==> src/rtl/edge_scan_sequencer.sv <==
// Raster-scan sequencer feeding 3x3 neighbourhoods to the edge core and writing packed results.
// Optional column reuse between horizontally adjacent windows: define EDGE_SCAN_COLUMN_REUSE_EN.
module edge_scan_sequencer #(
  parameter int          IMG_W    = 28,
  parameter int          IMG_H    = 28,
  parameter logic [31:0] SRC_BASE = 32'h1000_0000,
  parameter logic [31:0] DST_BASE = 32'h1000_1000
) (
  input  logic              clk,
  input  logic              rst_n,
  input  logic              start,
  output logic              busy,
  output logic              done,
  output logic              rd_req,
  output logic [31:0]       rd_addr,
  input  logic              rd_gnt,
  input  logic              rd_rvalid,
  input  logic [31:0]       rd_rdata,
  output logic              wr_req,
  output logic [31:0]       wr_addr,
  output logic [31:0]       wr_wdata,
  input  logic              wr_gnt,
  output logic              win_valid,
  output logic signed [7:0] p00,
  output logic signed [7:0] p01,
  output logic signed [7:0] p02,
  output logic signed [7:0] p10,
  output logic signed [7:0] p12,
  output logic signed [7:0] p20,
  output logic signed [7:0] p21,
  output logic signed [7:0] p22,
  input  logic              core_rvalid,
  input  logic [15:0]       core_result
);

  localparam int DATA_W = 8;
`ifdef EDGE_SCAN_COLUMN_REUSE_EN
  localparam bit REUSE = 1'b1;
`else
  localparam bit REUSE = 1'b0;
`endif
  localparam logic [7:0] X_LAST = 8'(IMG_W - 2);
  localparam logic [7:0] Y_LAST = 8'(IMG_H - 2);

  typedef enum logic [2:0] {
    S_IDLE, S_RD_REQ, S_RD_WAIT, S_PRESENT, S_RES_WAIT, S_WRITE, S_NEXT, S_DONE
  } state_t;

  state_t state, state_nxt;

  logic [7:0]               x, y, x_nxt, y_nxt;
  logic [1:0]               fcol, frow, fcol_nxt, frow_nxt;
  logic [15:0]              widx;
  logic signed [DATA_W-1:0] win [3][3];
  logic signed [DATA_W-1:0] pix_in;
  logic                     last_fetch, last_col, last_centre;
  logic                     unused_rdata;

  function automatic logic [31:0] src_addr(input logic [7:0] cx, input logic [7:0] cy);
    return SRC_BASE + ((32'(cy) * 32'(IMG_W) + 32'(cx)) << 2);
  endfunction

  assign pix_in       = $signed(rd_rdata[7:0]);
  assign unused_rdata = &{1'b0, rd_rdata[31:8]};
  assign last_fetch   = (fcol == 2'd2) && (frow == 2'd2);
  assign last_col     = (x == X_LAST);
  assign last_centre  = last_col && (y == Y_LAST);

  always_ff @(posedge clk or negedge rst_n) begin
    if (!rst_n) state <= S_IDLE;
    else        state <= state_nxt;
  end

  always_comb begin
    state_nxt = state;
    case (state)
      S_IDLE:     if (start)       state_nxt = S_RD_REQ;
      S_RD_REQ:   if (rd_gnt)      state_nxt = S_RD_WAIT;
      S_RD_WAIT:  if (rd_rvalid)   state_nxt = last_fetch ? S_PRESENT : S_RD_REQ;
      S_PRESENT:                   state_nxt = S_RES_WAIT;
      S_RES_WAIT: if (core_rvalid) state_nxt = S_WRITE;
      S_WRITE:    if (wr_gnt)      state_nxt = S_NEXT;
      S_NEXT:                      state_nxt = last_centre ? S_DONE : S_RD_REQ;
      S_DONE:                      state_nxt = S_IDLE;
      default:                     state_nxt = S_IDLE;
    endcase
  end

  always_comb begin
    busy      = (state != S_IDLE);
    done      = (state == S_DONE);
    rd_req    = (state == S_RD_REQ);
    wr_req    = (state == S_WRITE);
    win_valid = (state == S_PRESENT);
  end

  // Fetch order: columns left to right, rows top to bottom within a column.
  always_comb begin
    x_nxt    = x;
    y_nxt    = y;
    fcol_nxt = fcol;
    frow_nxt = frow;
    case (state)
      S_IDLE: if (start) begin
        x_nxt    = 8'd1;
        y_nxt    = 8'd1;
        fcol_nxt = 2'd0;
        frow_nxt = 2'd0;
      end
      S_RD_WAIT: if (rd_rvalid && !last_fetch) begin
        if (frow == 2'd2) begin
          frow_nxt = 2'd0;
          fcol_nxt = fcol + 2'd1;
        end else begin
          frow_nxt = frow + 2'd1;
        end
      end
      S_NEXT: begin
        frow_nxt = 2'd0;
        if (last_col) begin
          x_nxt    = 8'd1;
          y_nxt    = y + 8'd1;
          fcol_nxt = 2'd0;
        end else begin
          x_nxt    = x + 8'd1;
          fcol_nxt = REUSE ? 2'd2 : 2'd0;
        end
      end
      default: ;
    endcase
  end

  always_ff @(posedge clk or negedge rst_n) begin
    if (!rst_n) begin
      x    <= '0;
      y    <= '0;
      fcol <= '0;
      frow <= '0;
    end else begin
      x    <= x_nxt;
      y    <= y_nxt;
      fcol <= fcol_nxt;
      frow <= frow_nxt;
    end
  end

  // Address is captured on entry to RD_REQ so it cannot move while the grant is pending.
  always_ff @(posedge clk or negedge rst_n) begin
    if (!rst_n) begin
      rd_addr <= '0;
    end else if (state_nxt == S_RD_REQ && state != S_RD_REQ) begin
      rd_addr <= src_addr(x_nxt + {6'd0, fcol_nxt} - 8'd1, y_nxt + {6'd0, frow_nxt} - 8'd1);
    end
  end

  always_ff @(posedge clk) begin
    if (state == S_RD_WAIT && rd_rvalid) begin
      win[fcol][frow] <= pix_in;
    end else if (REUSE && state == S_NEXT && !last_col) begin
      win[0] <= win[1];
      win[1] <= win[2];
    end
  end

  // Window presentation: the final fetch (bottom-right) bypasses the window store.
  always_ff @(posedge clk or negedge rst_n) begin
    if (!rst_n) begin
      p00 <= '0; p01 <= '0; p02 <= '0; p10 <= '0;
      p12 <= '0; p20 <= '0; p21 <= '0; p22 <= '0;
    end else if (state == S_RD_WAIT && rd_rvalid && last_fetch) begin
      p00 <= win[0][0];
      p01 <= win[1][0];
      p02 <= win[2][0];
      p10 <= win[0][1];
      p12 <= win[2][1];
      p20 <= win[0][2];
      p21 <= win[1][2];
      p22 <= pix_in;
    end
  end

  // Result capture and write-back; results are packed densely in raster order.
  always_ff @(posedge clk or negedge rst_n) begin
    if (!rst_n) begin
      widx     <= '0;
      wr_addr  <= '0;
      wr_wdata <= '0;
    end else begin
      if (state == S_IDLE && start)       widx <= '0;
      else if (state == S_WRITE && wr_gnt) widx <= widx + 16'd1;
      if (state == S_RES_WAIT && core_rvalid) begin
        wr_addr  <= DST_BASE + {14'd0, widx, 2'b00};
        wr_wdata <= {16'd0, core_result};
      end
    end
  end

endmodule

==> config.mk <==
export PLATFORM = sky130hd
export DESIGN_NAME = edge_scan_sequencer
export DESIGN_NICKNAME = d
export VERILOG_FILES = /design/src/rtl/edge_scan_sequencer.sv
export SDC_FILE = /design/constraint.sdc
export NUM_CORES = 1
export LEC_CHECK = 0
export ABC_AREA = 1
export BUFFER_PORTS_ARGS = -buffer_cell sky130_fd_sc_hd__buf_2
export CAP_MARGIN = 25
export CORE_ASPECT_RATIO = 0.6
export CORE_MARGIN = 8
export CORE_UTILIZATION = 59
export DETAILED_ROUTE_END_ITERATION = 10
export PLACE_DENSITY = 0.83
export SLEW_MARGIN = 0
export SYNTH_ARGS = -nofsm -noshare
export SYNTH_HDL_FRONTEND = slang
export SYNTH_SLANG_ARGS = --single-unit
==> constraint.sdc <==
create_clock -name clk -period 9.3 [get_ports clk]
set_input_delay 0 -clock clk [delete_from_list [all_inputs] [get_ports clk]]
set_output_delay 0 -clock clk [all_outputs]
set_load 0.03 [all_outputs]
==> results of run 1 <==
layout make-up:
type	instances	area [um2]	area share
clock buffer	22	508	0.0424
antenna	1	2.50	0.000209
tap	234	293	0.0244
multi-input combinational	598	3820	0.319
inverter	142	537	0.0448
timing repair buffer	183	1130	0.0945
clock inverter	14	195	0.0163
sequential	208	5490	0.458
kinds of logic (layout without fill, tap and decap cells):
logic type	after synthesis	after routing	share of synthesized area
mux	64	64	0.0714
buf+inv	204	361	0.0955
fa+ha+maj	50	50	0.0679
compound gates	123	123	0.0690
other cells	1	48	0.000371
flops	208	208	0.543
simple gates	294	294	0.135
xor+xnor	20	20	0.0173
cell usage in the layout, fill, tap and decap left out, drive strengths merged, types with 5 or more instances in the layout:
cell / Yosys / layout
dfrtp: 152 / 152
nand3: 34 / 34
conb: 1 / 47
xnor2: 10 / 10
ha: 42 / 42
nor2: 55 / 55
nand4: 5 / 5
clkbuf: 7 / 22
buf: 55 / 153
xor2: 10 / 10
nor3: 17 / 17
inv: 141 / 141
a21oi: 34 / 34
o21ai: 60 / 60
dlygate4sd3: 0 / 30
edfxtp: 56 / 56
fa: 8 / 8
nand2: 176 / 176
clkinv: 1 / 9
mux2: 64 / 64
worst max-delay path, delay by kind of cell, from the launching register on:
| family | cells | cell delay [ns] |
|---|---|---|
| flip-flops | 1 | 0.38 |
| adder cells (fa/ha/maj) | 7 | 2.40 |
| AND/OR/NAND/NOR | 10 | 1.23 |
| AO/OA/AOI/OAI | 4 | 0.73 |
| XOR/XNOR | 2 | 0.47 |
| buffers and inverters | 9 | 0.74 |
sequential cells by signal (all words and copies together) (netlist names), named ones only:
name      cells
fcol          2
frow          1
p00           8
p01           8
p02           8
p10           8
p12           8
p20           8
p21           8
p22           8
rd_addr      15
state         3
widx         16
win          56
wr_addr      18
wr_wdata     16
x             8
y             8
through the flow:
stage,util,power (mW)
3_5_place_dp,0.647,2.51
2_1_floorplan,-,2.18
3_3_place_gp,0.643,2.46
6_report,0.707,3.39
5_1_grt,0.707,3.63
4_1_cts,0.706,3.40
where the power goes:
group	switching (mW)	total (mW)	internal, mW
Clock	0.349	0.861	0.512
Combinational	0.936	1.39	0.459
Sequential	0.0728	1.13	1.06
routing by layer:
layer	global-route usage	vias up	share of wire
met3	0.0438	37	0.069
met5	0	-	0
met4	0.0408	0	0.016
li1	-	3458	-
met2	0.317	229	0.43
met1	0.307	3427	0.48
worst paths after layout:
check	slack, ns	start	to
max	3.27	x[0]	rd_addr[13]
min	-0.02	core_rvalid	wr_wdata[13]
max reg2reg	3.27	x[0]	rd_addr[13]
min reg2reg	0.46	win[2][23]	p02[7]
max in group asynchronous	8.08	rst_n	p22[1]
min in group asynchronous	0.09	rst_n	wr_addr[6]
what timing repair did:
action | 4_1_cts | 5_1_grt
setup endpoints to repair | 0 | 0
hold endpoints to repair | 158 | 0
hold buffers | 30 | 0
==> results.md, run 1 <==
STA:
- The slew at the pin with the worst max-slew slack is 0.854 ns.
- The max-slew violation count came to 0.
- The worst-case setup margin in the final layout is 3.27 ns.
- The clock arrives with 0.0275 ns of skew.
- Setup repair after global routing left no endpoint under its margin.
- Dividing the final minimum period by the clock period gives 0.648.
- The sum of negative setup slack is 0 ns.
- Headroom to the max-slew limit came out at 0.428.
- The hold violation total from the final report is 7.
- The setup violation total in the final timing report is 0.
- The worst hold-check slack is -0.0217 ns.
- The routed design could run at a clock period as short as 6.03 ns.
- The top achievable clock speed is ~170 MHz.

Setup path:
- The type of the worst setup path is reg -> reg.
- The worst setup path is captured at a flip-flop.
- The number of cells on the worst reg-to-reg path is 32.
- In this design, the stage delay of the slowest critical-path cell is 0.56 ns.
- The worst setup path is launched from a flip-flop.
- Counting stages on the worst path, the most repeated cell is sky130_fd_sc_hd__inv_1.
- For this design, the slowest cell found on the critical path is sky130_fd_sc_hd__fa_1.
- For the worst setup path, the data required time is 9.71 ns.
- In this run the worst path has a maximum fanout of 7.
- At the worst endpoint, the arrival time is between 6 and 7 ns.

Global routing:
- The number of global-route vias before repair is 7,260.
- The remaining global-route overflow is 0.
- The initial antenna violation count is 0.
- The pin count of the biggest net entering global routing is 72.
- For this run, the total global-route usage over all layers was measured as 0.209.
- The first-pass GRT wire length is 37.5 mm.

CTS:
- The CTS clock-pin slew for the worst setup and hold paths is 0.07 ns.
- The number of clock sinks is 208.
- The number of levels the H-tree was split into is 1.
- In this run the clock root is driven by a sky130_fd_sc_hd__clkbuf_16.
- The maximum root-to-sink buffer count is 3.
- Clock tree synthesis inserted a total of 20 buffers.
- In this run the post-CTS setup repair buffer count came out at 0.
- The number of cells upsized or downsized after cts is 0.
- TritonCTS built the clock tree.
- The clock reaches the later pin of the worst-skew pair after ~0.5 ns.

Place:
- The post-detailed-placement half-perimeter wirelength is 16.5 mm.
- The number of buffers inserted by port buffering is 148.
- Summing all placed instances gives a cell area of 0.0110 mm2.
- The placer's final routability congestion estimate is roughly 0.9.
- The number of placed instances with taps included is 1,334.
- The pre-CTS setup slack is between 3 and 4 ns.

Detailed routing:
- After detailed routing, the number of remaining DRC violations is 0.
- The first routing iteration left between 500 and 600 violations.
- The routed design has roughly 23 mm of wire.
- Using the TritonRoute via totals, the vias-per-cell ratio works out to 5.10.
- The iteration count of the initial detailed-routing pass is 4.
- In the final routed layout, each cell accounts on average for between 15 and 20 um.
- The residual antenna-violating net count after detailed routing is 0.
- The count of vias placed by the detailed router is 7,151.

Worst hold path:
- In this run the worst hold path is classified as in -> reg.
- The cell count of the worst hold path is 5.

Power and ir drop:
- The worst vdd rail ir drop is between 200 and 250 uV.
- The power per unit of standard cell area is 283 mW/mm2.
- The leakage component of the power is 6.13 nW.

Die:
- The horizontal extent of the die is 185 um.
- In this run the core area contains 37 standard-cell rows.
- The starting density of the core is 0.596.
- From bottom edge to top edge, the die measures 117 um.
- The die covers between 0.02 and 0.025 mm2.
- The region available for standard cell placement spans 0.0169 mm2.
- The I/O pin total is 220.

Yosys:
- In this run, distinct cell masters in the synthesized netlist total 51.
- Counting flops with a built-in enable in the synthesized netlist gives 56.
- Counting flops and latches in the post-synthesis netlist gives 208.
- The most frequent cell after synthesis is sky130_fd_sc_hd__nand2_1.
- The average footprint of a synthesized cell is ~10 um2.
- The count of warnings emitted by yosys is 0.
- In this run the cell area of the synthesized design comes to 0.0101 mm2.
- The cell type with the largest total area after synthesis is sky130_fd_sc_hd__dfrtp_1.
- After synthesis, the cell types taking the most area are sky130_fd_sc_hd__dfrtp_1 (38%), sky130_fd_sc_hd__edfxtp_1 (17%), sky130_fd_sc_hd__mux2_2 (7.1%), sky130_fd_sc_hd__nand2_1 (6.1%), sky130_fd_sc_hd__ha_1 (5.2%).
- After synthesis, the share of flip-flops with an asynchronous set or reset is 0.731.
- The prevailing post-synth register cell is sky130_fd_sc_hd__dfrtp_1.
- By count the netlist is led by sky130_fd_sc_hd__nand2_1 (163), sky130_fd_sc_hd__dfrtp_1 (152), sky130_fd_sc_hd__inv_1 (134), sky130_fd_sc_hd__mux2_2 (64), sky130_fd_sc_hd__o21ai_0 (57).
- The post-synthesis instance total is a little under 1,000.
- The area fraction of the dominant cell type after synthesis is 0.377.
- The portion of the post-synthesis area used by sequential elements is 0.543.

Finish:
- The final standard cell count with taps included and fillers excluded is approximately 1,400.
- The ratio of cells with drive above 1 in the final layout is 0.250.
- Compared with the post-synthesis result, the final layout area differs by 18.6%.
- With fillers left out, the area of the finished cells amounts to 0.0120 mm2.
- Fill cells in the final layout number 1,229.
- The net count of the finished layout is roughly 1,300.

Job:
- Max-cap violations in this run came to 0.

Outcome:
- The final reports fail on hold timing.
- The run finished, with violations left.
Note: power is estimated with default switching activity, not from simulation.
==> run 2, diff against run 1 <==
Settings changed: ABC_AREA 1 to 0, CORE_UTILIZATION 59 to 55, PLACE_DENSITY 0.83 to 0.78.
Clock period 9.3 ns to 6.2 ns, I/O delays scaled along.
==> results.md, run 2 <==
Die:
- The horizontal extent of the die is 190 um (+2.7%).
- The die area was 0.0228 mm2 (+5.3%).
- The area of the core came to 0.0179 mm2 (+5.8%).
- The I/O pin total is 220 (unchanged).
- The die extent in y is 120 um (+2.5%).
- The starting density of the core was 0.557 (-0.0395).
- The number of core rows was 38 (+2.7%).

Yosys:
- The average footprint of a synthesized cell is 12.2 um2 (+17%).
- Sorting the synthesized cells by how often they occur yields sky130_fd_sc_hd__dfrtp_1 (152), sky130_fd_sc_hd__mux2_2 (102), sky130_fd_sc_hd__inv_1 (64), sky130_fd_sc_hd__edfxtp_1 (56), sky130_fd_sc_hd__buf_4 (51).
- The cell type with the largest total area after synthesis is sky130_fd_sc_hd__dfrtp_1.
- The prevailing post-synth register cell is sky130_fd_sc_hd__dfrtp_1.
- The number of enable-type register cells in the synthesized netlist is 56 (unchanged).
- The area fraction of the dominant cell type after synthesis is 0.381 (+0.00463).
- The number of distinct standard cells referenced by the synthesized netlist is 59 (+16%).
- The portion of the post-synthesis area used by sequential elements is 0.550 (+0.00667).
- In the post-synthesis netlist, the cell with the most instances is sky130_fd_sc_hd__dfrtp_1.
- The count of warnings emitted by yosys came to 0 (unchanged).
- By area the synthesized netlist is led by sky130_fd_sc_hd__dfrtp_1 (38%), sky130_fd_sc_hd__edfxtp_1 (17%), sky130_fd_sc_hd__mux2_2 (12%), sky130_fd_sc_hd__ha_1 (5.3%), sky130_fd_sc_hd__buf_4 (3.8%).
- The number of synthesized register bits came to 208 (unchanged).
- The async set or reset register ratio after synthesis is 0.731 (unchanged).
- The post-synthesis instance total is 815 (-15%).
- The synthesized area is 0.00998 mm2 (-1.2%).

Power and ir drop:
- The total power consumption of the routed design was 4.38 mW (+30%).
- The combinational power share came to 0.354 (-0.058).
- The relative contribution of sequential cells to total power is 0.376 (+0.042).
- The net switching power is 1.55 mW (+14%).
- The switching part of the total power is 0.354 (-0.0468).
- The power per unit of standard cell area is 374 mW/mm2 (+32%).
- The portion of total power attributed to the clock network is 0.269 (+0.015).
- The worst vdd rail ir drop is 357 uV (+74%).
- The internal power contribution was 2.83 mW (+40%).
- The leakage component of the power is 5.83 nW (-4.9%).

Detailed routing:
- The initial DRC count is 380 (-30%).
- The count of vias placed by the detailed router came to 6,432 (-10%).
- The residual antenna-violating net count after detailed routing was 0 (unchanged).
- The final routed wirelength across all metal layers is 21.5 mm (-5.7%).
- The post-detailed-route via-to-cell ratio is 5.15 (+1.0%).
- The average routed wire per standard cell is 17.2 um (+5.9%).
- The number of design rule violations left after detail routing is 0 (unchanged).
- The iteration count of the initial detailed-routing pass is 4 (unchanged).

STA:
- The period utilization is 0.923 (+0.275).
- The hold violation total from the final report is 0 (-7).
- The shortest period the worst path allows is 5.72 ns (-0.304 ns).
- The setup violation total in the final timing report is 0 (unchanged).
- The tightest slew margin relative to the limit is 0.316 (-0.112).
- The top achievable clock speed was 175 MHz (+5.3%).
- The slew at the pin with the worst max-slew slack is 1.02 ns (+0.168 ns).
- The worst-case setup margin in the final layout is 0.477 ns (-2.80 ns).
- The final setup skew is 0.0100 ns (-0.0175 ns).
- The max-slew violation count is 0 (unchanged).
- The sum of negative setup slack is 0 ns (unchanged).

CTS:
- The tree is rooted in a sky130_fd_sc_hd__clkbuf_16.
- The number of CTS-inserted buffers was 20 (unchanged).
- The number of buffers inserted to repair setup after CTS is 0 (unchanged).
- The TritonCTS clock tree is built.
- The maximum root-to-sink buffer count was 3 (unchanged).
- The number of clock sinks came to 208 (unchanged).
- The number of levels the H-tree was split into is 1 (unchanged).
- The clock latency at the later pin of the worst-skew pair is 0.48 ns (-0.02 ns).
- The CTS clock-pin slew for the worst setup and hold paths was 0.06 ns (about the same).

Place:
- The post-detailed-placement half-perimeter wirelength is 15.3 mm (-7.0%).
- The number of buffers inserted by port buffering is 148 (unchanged).
- The placer's final routability congestion estimate is 0.823 (-9.0%).
- The pre-CTS setup slack is 0.183 ns (-3.10 ns).

Finish:
- The count of antenna diodes in the layout came to 0 (-1).
- The most common library cell in the layout ignoring fill and taps is sky130_fd_sc_hd__dfrtp_1.
- The register name with the most flops is win.
- The top cell types in the final layout, fill and taps aside, are sky130_fd_sc_hd__dfrtp_1 (152), sky130_fd_sc_hd__buf_2 (147), sky130_fd_sc_hd__mux2_2 (102).
- The ratio of cells with drive above 1 in the final layout is 0.299 (+0.0484).
- The post-layout net count is 1,099 (-13%).
- The layout overhead on the synthesized area is 17.4%.
- The flip-flop count of the largest register, all copies and words added is 56 (unchanged).
- The filler cell count was 1,393 (+13%).
- In the final layout, the registers with the most flip-flops are win x56, wr_addr x18.

Global routing:
- The initial antenna violation count is 0 (unchanged).
- The number of global-route vias before repair is 6,578 (-9.4%).
- The pin count of the biggest net entering global routing is 81 (+13%).
- The remaining global-route overflow is 0 (unchanged).
- The first-pass GRT wire length is 34.8 mm (-7.1%).
- The overall global routing resource usage is 0.186 (-0.0233).

Setup path:
- The startpoint class of the critical path is a flip-flop.
- The endpoint arrival time on the critical path is 6.05 ns (-0.39 ns).
- The type of the worst setup path is reg -> reg.
- The maximum fanout along the worst path came to 5 (-2).
- The type of destination of the critical path is a flip-flop.
- The required time of the critical path is 6.53 ns (-3.18 ns).

Worst hold path:
- The path class of the tightest hold or removal check is in -> reg.

Job:
- The max-capacitance violation count is 0 (unchanged).

Outcome:
- The run finished with clean final reports.
run 2: changes by cell type in the layout (fill, tap and decap cells not counted), sizes merged, moves of 6 or more:
| cell | delta |
|---|---|
| o31ai | +8 |
| nand2 | -134 |
| xor2 | +6 |
| a21oi | -9 |
| nor2 | -6 |
| mux2 | +38 |
| and3 | +11 |
| nor3 | -10 |
| inv | -77 |
| nand3 | -15 |
| a21o | +9 |
| o21ai | -28 |
| xnor2 | +17 |
run 2: worst paths after layout:
check / from / end / depth (start not counted) / slack [ns]
min in group asynchronous: rst_n / wr_addr[12] / 2 / 0.10
min reg2reg: rd_addr[28] / rd_addr[28] / 1 / 0.47
min: rd_gnt / state[1] / 7 / 0.03
max in group asynchronous: rst_n / p01[3] / 3 / 4.69
max reg2reg: x[0] / rd_addr[14] / 27 / 0.48
max: x[0] / rd_addr[14] / 27 / 0.48
run 2: cell families after synthesis:
group                    count (synthesis)  synth area share
other                                    1          0.000376
buffers and inverters                  134            0.0712
multiplexers                           103             0.116
flip-flops                             208             0.550
AO/OA/AOI/OAI                          106            0.0683
adder cells (fa/ha/maj)                 50            0.0687
XOR/XNOR                                43            0.0385
AND/OR/NAND/NOR                        170            0.0869
run 2: layer usage:
layer / track usage / wire length, um / up-vias
met5: 0 / 0 / -
met4: 0.0253 / 240 / 0
met3: 0.0457 / 1670 / 17
met2: 0.291 / 9510 / 190
met1: 0.266 / 10100 / 3134
li1: - / - / 3091
run 2: cell type report:
class | instances | area [um2] | area share
sequential | 208 | 5490 | 0.468
multi-input combinational | 519 | 3980 | 0.340
timing repair buffer | 181 | 1060 | 0.0909
clock buffer | 26 | 554 | 0.0473
tap | 240 | 300 | 0.0256
inverter | 64 | 240 | 0.0205
clock inverter | 10 | 88.8 | 0.00758
run 2: critical path, cell delays in order, from the launching register on:
cell and delay, ns:
sky130_fd_sc_hd__dfrtp_1 0.41, sky130_fd_sc_hd__inv_1 0.08, sky130_fd_sc_hd__ha_1 0.16, sky130_fd_sc_hd__or3b_4 0.42, sky130_fd_sc_hd__nor2_1 0.13, sky130_fd_sc_hd__nand2_1 0.13, sky130_fd_sc_hd__xnor2_1 0.16, sky130_fd_sc_hd__o21ai_1 0.17
sky130_fd_sc_hd__inv_1 0.08, sky130_fd_sc_hd__ha_1 0.18, sky130_fd_sc_hd__inv_1 0.05, sky130_fd_sc_hd__ha_1 0.15, sky130_fd_sc_hd__inv_1 0.06, sky130_fd_sc_hd__fa_1 0.43, sky130_fd_sc_hd__xnor2_2 0.24, sky130_fd_sc_hd__inv_1 0.12
sky130_fd_sc_hd__fa_1 0.56, sky130_fd_sc_hd__inv_1 0.07, sky130_fd_sc_hd__fa_1 0.46, sky130_fd_sc_hd__xor2_1 0.18, sky130_fd_sc_hd__ha_1 0.30, sky130_fd_sc_hd__a21boi_0 0.24, sky130_fd_sc_hd__o21ai_0 0.11, sky130_fd_sc_hd__nand2b_1 0.11
sky130_fd_sc_hd__and3_1 0.20, sky130_fd_sc_hd__nand2_1 0.08, sky130_fd_sc_hd__nor3_1 0.21, sky130_fd_sc_hd__o31ai_2 0.09
run 2: repair_timing:
item,4_1_cts,5_1_grt
setup endpoints to repair,0,6
endpoints found under the hold margin,161,0
hold buffers,28,0
resized for setup,0,5
run 2: power groups by stage:
stage / combinational, mW / sequential [mW] / clock, mW
detailed placement: 1.53 / 1.67 / 0
CTS: 1.56 / 1.65 / 1.21
finish: 1.55 / 1.65 / 1.18
global placement: 1.51 / 1.66 / 0
global route: 1.73 / 1.67 / 1.27
floorplan: 0.982 / 1.87 / 0
run 2: stage by stage:
stage	cell area [um2]	hold slack [ns]	util	instances
after detailed placement	10800	0.0985	0.601	1184
final	11700	0.0328	0.653	1248
after global placement	10800	0.102	0.601	1184
after CTS	11700	0.0201	0.653	1248
after global routing	11700	0.0602	0.653	1248
after floorplan	10100	-0.296	-	861
